### src/rtl/mul_product_accumulator_pkg.sv
// Shared definitions for the 4-bit multiplier and its product accumulator.
package mul_product_accumulator_pkg;

  // Multiplier operand width and the resulting product width.
  localparam int unsigned MUL_OP_W       = 4;
  localparam int unsigned DEFAULT_PROD_W = 2 * MUL_OP_W;

  // Accumulator control states.
  typedef enum logic {
    ACCUM = 1'b0,
    HOLD  = 1'b1
  } acc_state_e;

  // ceil(log2(n)); returns 0 for n <= 1.
  function automatic int unsigned clog2w(input int unsigned n);
    int unsigned r;
    r = 0;
    for (int unsigned v = 1; v < n; v = v << 1) begin
      r = r + 1;
    end
    return r;
  endfunction

endpackage

### src/rtl/mul_product_accumulator.sv
// Sums batches of COUNT multiplier products and offers each batch sum on a
// valid/ready output; products arriving while a sum waits are dropped and
// flagged.
module mul_product_accumulator
  import mul_product_accumulator_pkg::*;
#(
  parameter  int unsigned PROD_W = DEFAULT_PROD_W,
  parameter  int unsigned COUNT  = 4,
  localparam int unsigned ACC_W  = PROD_W + clog2w(COUNT),
  localparam int unsigned CNT_W  = (clog2w(COUNT + 1) == 0) ? 1 : clog2w(COUNT + 1)
) (
  input  logic              clk,
  input  logic              reset,
  input  logic [PROD_W-1:0] prod_in,
  input  logic              prod_valid,
  input  logic              clear,
  output logic [ACC_W-1:0]  sum_out,
  output logic              sum_valid,
  input  logic              sum_ready,
  output logic [CNT_W-1:0]  count_out,
  output logic              dropped
);

  acc_state_e       state_q;
  logic [ACC_W-1:0] acc_q;
  logic [CNT_W-1:0] count_q;
  logic [ACC_W-1:0] sum_q;
  logic             sum_valid_q;
  logic             dropped_q;

  logic [ACC_W-1:0] acc_d;
  logic             last_d;

  // Running total including the incoming product, and whether it closes the batch.
  always_comb begin
    acc_d  = acc_q + ACC_W'(prod_in);
    last_d = (count_q == CNT_W'(COUNT - 1));
  end

  // Batch FSM: accumulate products, then hold the sum until it is taken.
  always_ff @(posedge clk) begin
    if (reset) begin
      state_q     <= ACCUM;
      acc_q       <= '0;
      count_q     <= '0;
      sum_q       <= '0;
      sum_valid_q <= 1'b0;
      dropped_q   <= 1'b0;
    end else if (clear) begin
      state_q     <= ACCUM;
      acc_q       <= '0;
      count_q     <= '0;
      sum_valid_q <= 1'b0;
      dropped_q   <= 1'b0;
    end else begin
      unique case (state_q)
        ACCUM: begin
          if (prod_valid) begin
            if (last_d) begin
              sum_q       <= acc_d;
              sum_valid_q <= 1'b1;
              acc_q       <= '0;
              count_q     <= '0;
              state_q     <= HOLD;
            end else begin
              acc_q   <= acc_d;
              count_q <= count_q + CNT_W'(1);
            end
          end
        end
        HOLD: begin
          if (sum_ready) begin
            sum_valid_q <= 1'b0;
            state_q     <= ACCUM;
            // A product arriving with the handoff starts the next batch; with
            // single-product batches it is itself the next sum.
            if (prod_valid) begin
              if (COUNT == 1) begin
                sum_q       <= ACC_W'(prod_in);
                sum_valid_q <= 1'b1;
                state_q     <= HOLD;
                acc_q       <= '0;
                count_q     <= '0;
              end else begin
                acc_q   <= ACC_W'(prod_in);
                count_q <= CNT_W'(1);
              end
            end
          end else if (prod_valid) begin
            dropped_q <= 1'b1;
          end
        end
        default: state_q <= ACCUM;
      endcase
    end
  end

  assign sum_out   = sum_q;
  assign sum_valid = sum_valid_q;
  assign count_out = count_q;
  assign dropped   = dropped_q;

endmodule

### config.mk
export PLATFORM = sky130hd
export DESIGN_NAME = mul_product_accumulator
export DESIGN_NICKNAME = d
export VERILOG_FILES = /design/src/rtl/mul_product_accumulator_pkg.sv /design/src/rtl/mul_product_accumulator.sv
export SDC_FILE = /design/constraint.sdc
export NUM_CORES = 1
export LEC_CHECK = 0
export CORE_ASPECT_RATIO = 1.75
export CORE_UTILIZATION = 46
export DETAILED_ROUTE_END_ITERATION = 16
export PLACE_DENSITY_LB_ADDON = 0.25
export RECOVER_POWER = 25
export REMOVE_ABC_BUFFERS = 1
export SLEW_MARGIN = 20
export SYNTH_ARGS = -nofsm -noshare
export SYNTH_HDL_FRONTEND = slang
export SYNTH_SLANG_ARGS = --single-unit
### constraint.sdc
create_clock -name clk -period 1.9 [get_ports clk]
set_input_delay 0.285 -clock clk [delete_from_list [all_inputs] [get_ports clk]]
set_output_delay 0.285 -clock clk [all_outputs]
set_load 0.01 [all_outputs]
Word level (Yosys, flattened, before mapping)
Index checks and enable logic that the tools add are counted.
W data, S select, Z words.

storage, ports and cells
  register bits = 26
  bits in latches = 0
  memory bits (writable) = 0
  ROM bits = 0
  bits of input ports = 13
  output and inout bits = 15
  logic and storage cells = 39
  memories kept = 0

operators by class
  $add $sub $neg = 2
  multipliers = 0
  div/mod/pow operators = 0
  magnitude comparators = 0
  equal/unequal tests = 5
  shift operators = 0
  multiplexer cells = 18
  bitwise logic cells = 3
  reduce and logical (&&, ||, !) cells = 5

operator list
  kind                   number
  $mux W10               4
  $pmux W10 S2           1
  $mux W3                4
  $add A10 B8 Y10        1
  $reduce_and A3 Y1      3
  $ne A2 B2 Y1 const B   4
  $mux W1                6
  $pmux W3 S2            1
  $pmux W1 S2            2
  $reduce_and A4 Y1      1
  $add A3 B1 Y3 const B  1
  $eq A3 B2 Y1 const B   1
  $not A1 Y1             3
  $reduce_or A2 Y1       1

Depth between registers and ports, before layout
  depth in word-level cells = 4
  mapped depth = 8
  mapped depth without buffers = 8

Worst setup path before layout
No wires, ideal clock.

  path type = flip-flop to flip-flop
  start = register acc_q[0]
  end = register sum_q[8] (netlist: sum_out[8])
  library setup time = 0.063 ns
  arrival = 1.951 ns
  data required time = 1.837 ns
  slack = -0.113 ns
  stages on the path, launching flop included = 9
  path buffers = 0
  period minus slack after synthesis = 2.013 ns
  cells stage by stage = dfxtp_1 -> ha_1 -> inv_1 -> fa_1 -> nand2b_1 -> a211oi_1 -> nor2_1 -> or4_1 -> nand3_1

between the ends
  longest elaborated chain between the ends = 1

RTL lines
  what                    line                           RTL
  from (decl)             mul_product_accumulator.sv:25  logic [ACC_W-1:0] acc_q;
  from (signal assigned)  mul_product_accumulator.sv:85  acc_q <= ACC_W'(prod_in);
  $add A10 B8 Y10         mul_product_accumulator.sv:36  acc_d = acc_q + ACC_W'(prod_in);
  to (signal assigned)    mul_product_accumulator.sv:79  sum_q <= ACC_W'(prod_in);
  to (decl)               mul_product_accumulator.sv:27  logic [ACC_W-1:0] sum_q;

No other way between the ends.
A chain may end at the register's enable or synchronous reset.

Worst setup path after layout
Ends and elaborated chain as after synthesis.

==> impl_metrics.py <==
metrics = {
    "synth": {
        "synthArstFlopShare_pct": 0,
        "synth_top_area_cell": "dfxtp_1",
        "synth_edf_count": 0,
        "synth_flop_cell": "dfxtp_1",
        "synth.area.top_cells": "dfxtp_1 37%, ha_1 7.9%, a21oi_1 6.0%",
        "synth.avg_cell_area_um2": 8.216,
        "netlist_instances": 173,
        "synth-seq-cells": 26,
        "ys_seq_area_share_pct": 36.62,
        "synth_area_um2": 1421,
        "synth.top_cell.area_share_pct": 36.62,
        "synth.distinct_cells": 40,
        "synth_commonest_cells": "26 x dfxtp_1, 20 x nor2_1, 18 x nand2_1",
        "yosysWarnings": 0,
        "yosysMostFrequentCell": "dfxtp_1",
    },
    "worst_setup_path": {
        "end_kind": "flop",
        "max_stage_delay_ps": 410,
        "worstPathRequired_ps": 2120,
        "path_class": "reg -> reg",
        "critical_path.cell_chain": "ha_4 > inv_2 > fa_2 > nand2b_4 > a211oi_4 > nor2_1 > or4_1 > nand3_1",
        "slowest_stage": "or4_1",
        "cp_max_fo": 2,
        "worstPathArrival_ps": 2150,
        "startpoint_type": "flop",
    },
    "clock_network": {
        "clock_latency_ps": 270,
        "clock_path_buffers": 2,
        "clock_sinks": 26,
        "cts_tree": "yes",
        "numCtsBuffers": 3,
        "cts-root-buf": "clkbuf_8",
        "clkTransAtPathRegs_ps": 90,
        "h-tree-depth": 1,
    },
    "timing": {
        "setup_tns_ps": -65.50,
        "worstMarginPinSlew_ps": 622.0,
        "finalSetupViolCount": 3,
        "hold_viol": 0,
        "holdWs_ps": 420.5,
        "fmax_mhz": 519.4,
        "setup_ws_ps": -25.17,
        "finalClockSkew_ps": 2.648,
        "maxSlewViolCount": 0,
        "period_share_pct": 101.3,
        "rsz0062_at_grt": "yes",
        "relSlewSlack_pct": 58.45,
        "fin_crit_ps": 1925,
    },
    "run_status": {
        "violations": "design-rule violations, negative setup slack",
        "outcome": "finished with violations",
    },
    "floorplan": {
        "core_area_um2": 2928,
        "pin_count": 28,
        "dieArea_um2": 3325,
        "start_util_pct": 48.55,
        "dieHeight_um": 75.54,
        "die_x_um": 44.02,
        "rows": 26,
    },
    "grt": {
        "antenna_found_initial": 0,
        "grt_pass1_vias": 1483,
        "grt_use_total_pct": 26.64,
        "grt_start_max_net_pins": 16,
        "grt_pass1_wl_mm": 6.589,
        "overflow": 0,
    },
    "routing": {
        "wl_mm": 4.342,
        "drc": 2,
        "detail_route.wl_per_cell_um": 16.64,
        "first_iter_violations": 49,
        "dr.pass1.iters": 11,
        "vias": 1526,
        "via_per_inst": 5.847,
        "antenna_left": 0,
    },
    "worst_hold_path": {
        "hp-class": "in -> reg",
    },
    "power": {
        "finalPower_w": 0.001311,
        "p_int_w": 0.0009812,
        "powerDensity_nw_per_um2": 602.4,
        "p_seq_share_pct": 43.1,
        "p_leak_nw": 0.8869,
        "worst_ir_drop_vdd_uv": 476.8,
        "p_sw_share_pct": 25.14,
        "pwr-share-clk_pct": 35.7,
        "p_comb_share_pct": 21.3,
        "switching_power_w": 0.0003295,
    },
    "placed_design": {
        "dp_hpwl_mm": 3.147,
        "portBuffers": 27,
        "dpl_cell_area_um2": 1932,
        "gp_congestion": 0.8919,
    },
    "cells_and_area": {
        "multi_input_area_um2": 994.7,
        "antenna_cells": 0,
        "fill_cells": 223,
        "fin_nets": 257,
        "fin_area_um2": 2176,
        "drive_gt1_share_pct": 27.04,
        "fin_util_pct": 74.32,
        "area_growth_pct": 53.08,
        "regArea_um2": 521.8,
    },
    "job": {
        "cap_viol_max_count": 0,
    },
}
==> cells by family (layout without fill, tap and decap cells) <==
kind of cell	Yosys count	in the layout	share of synthesized area (%)
AOI/OAI and AO/OA	52	52	23.68
DFF	26	26	36.62
buffers and inverters	11	71	2.992
and+or+nand+nor	70	70	24.91
xor gates and xnor gates	4	4	2.465
adders and majority gates	10	10	9.331
==> power by group through the flow <==
| stage | clock [W] | combinational [W] | sequential, W |
|---|---|---|---|
| after floorplan | 0 | 0.000111 | 0.000574 |
| after global placement | 0 | 0.000227 | 0.000575 |
| after detailed placement | 0 | 0.000233 | 0.000575 |
| after CTS | 0.000483 | 0.000244 | 0.000563 |
| after global routing | 0.000501 | 0.000302 | 0.000566 |
| final | 0.000468 | 0.000279 | 0.000564 |
==> layer usage <==
| layer | share of wire, % | track usage (%) | vias to the layer above |
|---|---|---|---|
| met5 | 0 | 0 | - |
| met4 | 1.8 | 9.091 | 0 |
| met3 | 4.1 | 2.133 | 8 |
| met2 | 58 | 52.78 | 53 |
| met1 | 36 | 28.32 | 718 |
| li1 | - | - | 747 |
==> area by class of cell <==
cell class                 instances  share of cell area [%]
clock buffer                       3                   1.898
clock inverter                     1                   1.380
inverter                           6                   1.035
multi-input combinational        136                   45.72
sequential                        26                   23.98
tap                               28                   1.610
timing repair buffer              61                   24.38
==> worst paths after layout <==
| path | endpoint | startpoint | depth (start not counted) | slack (ps) |
|---|---|---|---|---|
| setup / recovery | sum_out[8] | acc_q[0] | 8 | -30 |
| hold / removal | acc_q[3] | prod_in[3] | 3 | 420 |
| setup reg to reg | sum_out[8] | acc_q[0] | 8 | -30 |
| hold reg to reg | sum_out[0] | sum_out[0] | 2 | 460 |
==> registers in the layout, indices dropped and copies added, names as in the netlist <==
| register | count |
|---|---|
| count_out | 3 |
| sum_valid | 1 |
| dropped | 1 |
| sum_out | 10 |
| acc_q | 10 |
| state_q | 1 |
==> through the flow <==
stage / setup slack, ps / std cells
floorplan: -113.4 / 168
global placement: -607.5 / 253
detailed placement: -668.6 / 253
CTS: -18.71 / 259
global route: -114.6 / 261
finish: -25.17 / 261
==> layout by cell type (no fill, tap or decap), types with 2 or more instances in the layout <==
cell              n
clkdlybuf4s50_1  18
clkbuf_8          3
o211ai_1          3
nor3_1            2
inv_1             4
o21ai_1           2
o21ai_0           8
o31ai_1           2
nand3_1           4
inv_2             2
buf_4            34
a21oi_1          14
nor2b_1           3
nor2_1           19
dlymetal6s2s_1    3
nand2b_1          3
nand2_1          18
nand2b_4          2
nand3b_1          4
ha_1              5
dlygate4sd2_1     2
ha_4              4
nand4b_1          2
a221oi_1          3
nor3b_1           2
or4_1             2
dlygate4sd3_1     4
dfxtp_1          25
xor2_1            2
a21oi_2           2
a22oi_1           3
a211oi_2          2
==> critical path: cells and delay by family (launching register included) <==
family          cells  cell delay (ps)
simple gates        4              720
fa+ha+maj           2              510
flops               1              360
compound gates      1              240
buf+inv             1               40
==> timing repair <==
action / 4_1_cts / 5_1_grt
cloned: 0 / 0
pin swaps: 10 / 10
gates resized for setup: 15 / 16
endpoints found under the setup margin: 12 / 11
buffers inserted: 2 / 3
hold buffers: 0 / 0
Note: power is estimated with default switching activity, not from simulation.
